[src/rtl/piso_pkg.sv]
// piso_pkg: shared definitions for the parallel-in serial-out serializer.
//   piso_state_t : IDLE / SHIFT state encoding.
//   PARITY_BITS  : number of bits appended after the data bits.
//                  This is 1 when PISO_PARITY_EN is defined and 0 otherwise.
//   frame_len()  : serial frame length in bits for a given data width.
//   cnt_width()  : width of the bit-position counter for a given data width.
// Optional feature macro: PISO_PARITY_EN (even parity bit appended to each frame).
package piso_pkg;

  typedef enum logic {
    IDLE  = 1'b0,
    SHIFT = 1'b1
  } piso_state_t;

`ifdef PISO_PARITY_EN
  localparam int PARITY_BITS = 1;
`else
  localparam int PARITY_BITS = 0;
`endif

  function automatic int frame_len(input int width);
    return width + PARITY_BITS;
  endfunction

  // Sized to hold WIDTH, so it also covers the parity position when enabled.
  function automatic int cnt_width(input int width);
    return $clog2(width + 1);
  endfunction

endpackage

[src/rtl/piso_bit_counter.sv]
// piso_bit_counter: tracks which bit of the current frame is on dout.
//   clk          in  rising-edge clock
//   reset        in  asynchronous active-low reset (count -> 0)
//   clear        in  restart at bit 0 (a new word is being loaded)
//   inc          in  advance to the next bit
//   is_last      out the current bit is the final bit of the frame (LEN-1)
//   next_is_last out the current bit is the next-to-last bit (LEN-2)
// The next_is_last output lets the parent register frame_last one cycle ahead.
// It also identifies the parity slot, because the parity bit is always the
// final bit of the frame.
module piso_bit_counter #(
  parameter int LEN = 8,
  parameter int CW  = 4
) (
  input  logic clk,
  input  logic reset,
  input  logic clear,
  input  logic inc,
  output logic is_last,
  output logic next_is_last
);

  localparam logic [CW-1:0] LAST_IDX = CW'(LEN - 1);
  localparam logic [CW-1:0] PEN_IDX  = CW'(LEN - 2);

  logic [CW-1:0] count_reg;

  always_ff @(posedge clk or negedge reset) begin
    if (!reset) begin
      count_reg <= '0;
    end else if (clear) begin
      count_reg <= '0;
    end else if (inc) begin
      count_reg <= count_reg + 1'b1;
    end
  end

  assign is_last      = (count_reg == LAST_IDX);
  assign next_is_last = (count_reg == PEN_IDX);

endmodule

[src/rtl/piso_serializer.sv]
// piso_serializer: accepts a WIDTH-bit word on a valid/ready handshake and
// shifts it out one bit per clock on dout. Each frame is marked with
// frame_first and frame_last.
//   clk          in  rising-edge clock
//   reset        in  asynchronous active-low reset
//   din          in  parallel word (sampled only at the transfer edge)
//   din_valid    in  din holds a word
//   din_ready    out word can be accepted this cycle (IDLE, or last bit on dout)
//   dout         out serial data bit (registered)
//   dout_valid   out dout carries a frame bit (registered)
//   frame_first  out first bit of a frame (registered)
//   frame_last   out last bit of a frame (registered)
//   busy         out frame in progress (state SHIFT)
// Parameters:
//   WIDTH        data width (must be at least 2)
//   MSB_FIRST    1 sends bit WIDTH-1 first; 0 sends bit 0 first
// Optional feature macro: PISO_PARITY_EN.
//   When defined, an even-parity bit follows the data bits.
//   That parity bit is marked by frame_last.
module piso_serializer
  import piso_pkg::*;
#(
  parameter int WIDTH     = 8,
  parameter int MSB_FIRST = 1
) (
  input  logic             clk,
  input  logic             reset,
  input  logic [WIDTH-1:0] din,
  input  logic             din_valid,
  output logic             din_ready,
  output logic             dout,
  output logic             dout_valid,
  output logic             frame_first,
  output logic             frame_last,
  output logic             busy
);

  localparam int LEN = frame_len(WIDTH);
  localparam int CW  = cnt_width(WIDTH);

  piso_state_t      state_reg;
  logic [WIDTH-1:0] shift_reg;
  logic             is_last;
  logic             next_is_last;
  logic             xfer;
  logic             next_bit;

  // The bit that leaves the word first in the chosen bit order.
  function automatic logic head_bit(input logic [WIDTH-1:0] w);
    return (MSB_FIRST != 0) ? w[WIDTH-1] : w[0];
  endfunction

  // The word with its head bit consumed.
  function automatic logic [WIDTH-1:0] advance(input logic [WIDTH-1:0] w);
    return (MSB_FIRST != 0) ? (w << 1) : (w >> 1);
  endfunction

  // Ready depends only on state and counter, so a new word can be accepted
  // while the last bit is on the wire. This gives gapless back-to-back frames.
  assign din_ready = (state_reg == IDLE) || is_last;
  assign xfer      = din_valid && din_ready;
  assign busy      = (state_reg == SHIFT);

  piso_bit_counter #(
    .LEN (LEN),
    .CW  (CW)
  ) u_bit_counter (
    .clk          (clk),
    .reset        (reset),
    .clear        (xfer),
    .inc          ((state_reg == SHIFT) && !is_last),
    .is_last      (is_last),
    .next_is_last (next_is_last)
  );

`ifdef PISO_PARITY_EN
  logic parity_reg;

  always_ff @(posedge clk or negedge reset) begin
    if (!reset) begin
      parity_reg <= 1'b0;
    end else if (xfer) begin
      parity_reg <= ^din;
    end
  end

  // The parity bit is the frame's final bit.
  // It therefore goes out right after the next-to-last position.
  assign next_bit = next_is_last ? parity_reg : head_bit(shift_reg);
`else
  assign next_bit = head_bit(shift_reg);
`endif

  // The first bit is driven straight from din at the transfer edge.
  // shift_reg therefore only holds the bits still to be sent.
  always_ff @(posedge clk or negedge reset) begin
    if (!reset) begin
      state_reg   <= IDLE;
      shift_reg   <= '0;
      dout        <= 1'b0;
      dout_valid  <= 1'b0;
      frame_first <= 1'b0;
      frame_last  <= 1'b0;
    end else if (xfer) begin
      state_reg   <= SHIFT;
      shift_reg   <= advance(din);
      dout        <= head_bit(din);
      dout_valid  <= 1'b1;
      frame_first <= 1'b1;
      frame_last  <= 1'b0;
    end else if ((state_reg == SHIFT) && !is_last) begin
      shift_reg   <= advance(shift_reg);
      dout        <= next_bit;
      frame_first <= 1'b0;
      frame_last  <= next_is_last;
    end else begin
      state_reg   <= IDLE;
      dout        <= 1'b0;
      dout_valid  <= 1'b0;
      frame_first <= 1'b0;
      frame_last  <= 1'b0;
    end
  end

endmodule

[config.mk]
export PLATFORM = sky130hd
export DESIGN_NAME = piso_serializer
export DESIGN_NICKNAME = d
export VERILOG_FILES = /design/src/rtl/piso_pkg.sv /design/src/rtl/piso_bit_counter.sv /design/src/rtl/piso_serializer.sv
export SDC_FILE = /design/constraint.sdc
export NUM_CORES = 1
export LEC_CHECK = 0
export CAP_MARGIN = 5
export CORE_MARGIN = 2
export CORE_UTILIZATION = 42
export CTS_BUF_LIST = sky130_fd_sc_hd__clkbuf_4 sky130_fd_sc_hd__clkbuf_8 sky130_fd_sc_hd__clkbuf_16
export CTS_CLUSTER_SIZE = 14
export DETAILED_ROUTE_END_ITERATION = 10
export PLACE_DENSITY = 0.7
export SETUP_SLACK_MARGIN = 0.05
export SYNTH_ARGS = -nofsm -noshare
export SYNTH_HDL_FRONTEND = slang
export SYNTH_SLANG_ARGS = --single-unit
export TNS_END_PERCENT = 10
[constraint.sdc]
create_clock -name clk -period 1.4 [get_ports clk]
set_input_delay 0.14 -clock clk [delete_from_list [all_inputs] [get_ports clk]]
set_output_delay 0.14 -clock clk [all_outputs]
set_load 0.05 [all_outputs]
==> reports/results.ini, run 1 <==
[critical_path]
worstSetupPathType=reg -> out
r2r_cells=5
startpoint=u_bit_counter.count_reg[0]
crit_path_max_fanout=2
r2r-start=u_bit_counter.count_reg[0]
crit_path_end=din_ready
reg2reg_to=shift_reg[7]
start_kind=flop
cp-end-kind=primary output
arrival_ns=1.31
r2r_slack_ns=0
critPathRequiredTime_ns=1.26

[sta]
fin_crit_sh_pct=103.4
min_period_ns=1.447
hold_viol=0
slew_viol_final=0
worst_slack_ns=-0.04699
rsz0062_at_grt=true
finalSetupViolations=1
max_freq_ghz=0.6911
skew_ns=0.003496
hold_slack_ns=0.1634
tightest_slew_ns=0.3051
slew_headroom_pct=79.59

[place]
place_congestion=0.7350
placed_cell_area_um2=988.4
dp_worst_setup_slack_ns=-0.1352
portBuffers=16
place_hpwl_um=899.3
placed_cells=94

[logic_synthesis]
yosysTopAreaCell=dfrtp_1
synthTopCellsByArea=dfrtp_1 (51%), mux2_2 (11%), mux2_4 (8.2%), mux2i_1 (5.5%), ha_1 (3.4%)
ys.flop_type=dfrtp_1
syn_nets=69
syn-instance-count=56
avgSynthCellArea_um2=13.12
synth_warnings=0
yosysSeqAreaShare_pct=51.11
synth_area_um2=734.5
synth-async-reset-ratio_pct=100.0
yosysUniqueCellTypes=21
ys_seq_elements=15
netlist.area_leader.share_pct=51.11
synth_edf_count=0

[run_status]
violations=setup timing
status=finished with violations

[pwr]
ir_drop_mv=1.066
cellPowerDensity_nw_per_um2=2210
clockPowerShare_pct=11.3
p_sw_mw=0.8924
p_int_mw=1.460
leakagePower_nw=0.5114
netSwitchingFraction_pct=37.93
combPwrFrac_pct=57.4
p_seq_share_pct=31.3

[floorplanning]
die_area_um2=2099
die_h_um=45.82
ioPinCount=17
core_area_um2=1689
initial_core_util_pct=43.48
die_w_um=45.82
fp-row-count=15

[clock_tree]
clk_latency_ns=0.28
cts_made_buffers=3
clk_path_buf_depth=2
ctsRootBufferMaster=clkbuf_4
path_clk_slew_ns=0.09
cts_hold_buf=0
htree_levels=1
cts_tree=built
cts_sinks=15

[run]
max_cap_violations=0

[drt]
detail_route.iter0.violations=5
drt-wirelength-per-cell_um=12.81
vias=517
postRouteAntennaNets=0
dr.pass1.iters=4
viasPerCell=5.069
wl_um=1307
drc=0

[global_route]
grt_pass1_wl_um=2097
grt_pass1_vias=447
grt_max_degree=16
overflow=0
track_usage_pct=14.71
antenna_found_initial=0

[cells_and_area]
area_growth_pct=44.97
drive_gt1_share_pct=43.53
layout_common_cells=dfrtp_1 (14), buf_4 (13), clkdlybuf4s50_1 (10)
mostFrequentLayoutCell=dfrtp_1
final_nets=99
largest_reg_flops=7
layoutNonFillerInstCount=102
finalInstanceArea_um2=1065
n_antenna_cell=0
utilization_pct=63.04

[hold_path]
min_path_type=in -> async

-- synth_stat cells (2+ instances only) --
cell type,count
mux2_4,4
dfrtp_1,15
mux2_2,7
a21oi_1,2
ha_1,2
nand2_1,6
inv_1,3
mux2i_1,4
-- metal layers --
| layer | wire length, um | track usage (%) | vias to the layer above |
|---|---|---|---|
| met4 | 19 | 8.571 | 0 |
| met5 | 0 | 0 | - |
| met2 | 599 | 20.85 | 8 |
| li1 | - | - | 255 |
| met1 | 642 | 20.25 | 252 |
| met3 | 45 | 3.571 | 2 |
-- how the worst min path moves through the flow --
stage           from                          to  slack [ns]  cells past startpoint
5_1_grt        reset  u_bit_counter.count_reg[0]        0.19                      2
3_3_place_gp   reset                shift_reg[5]        0.47                      2
3_5_place_dp   reset                shift_reg[5]        0.47                      2
2_1_floorplan  reset                        busy       -0.16                      0
6_report       reset                shift_reg[5]        0.16                      2
4_1_cts        reset  u_bit_counter.count_reg[0]        0.17                      2
-- cell families after synthesis --
logic type	share of synthesized area, %
mux	24.36
flops	51.11
xor+xnor	1.193
fa+ha+maj	3.407
compound gates	5.452
simple gates	9.711
buf+inv	4.770
-- cell type report --
class	count	area, um2
flip-flops and latches	15	376.6
fillers	132	624.3
clock buffers	4	30.03
repair buffers	28	280.3
inverters	3	11.26
multi-input cells	35	345.3
well taps	17	21.27
-- critical path, cell delays in order, from the launching register on --
cell and delay (ns):
dfrtp_1 0.43, ha_4 0.19, nand3b_4 0.10, nand2_8 0.06, buf_6 0.11, buf_12 0.13
-- power groups by stage --
stage          Sequential [mW]  Clock, mW  Combinational [mW]
2_1_floorplan            0.879          0               0.707
3_3_place_gp             0.732          0                1.20
3_5_place_dp             0.738          0                1.23
4_1_cts                  0.736      0.270                1.32
5_1_grt                  0.759      0.290                1.43
6_report                 0.737      0.266                1.35
-- what timing repair did --
action / in CTS / in global routing
pin swaps: 2 / 1
resized for setup: 2 / 1
endpoints found under the setup margin: 2 / 9
cloned: 0 / 0
buffers inserted: 3 / 1
-- per-stage QoR --
| stage | setup TNS (ns) | total power, mW |
|---|---|---|
| 2_1_floorplan | 0 | 1.586 |
| 3_3_place_gp | -0.5287 | 1.936 |
| 3_5_place_dp | -0.7403 | 1.965 |
| 4_1_cts | -0.1556 | 2.325 |
| 5_1_grt | -0.1664 | 2.479 |
| 6_report | -0.04699 | 2.353 |
(Power assumes the default switching activity.)
==> inputs of run 2 (changes only) <==
TNS_END_PERCENT = 5   (was 10)
==> results of run 2 <==
The final DEF is identical to that of run 1; final timing and power are the same.
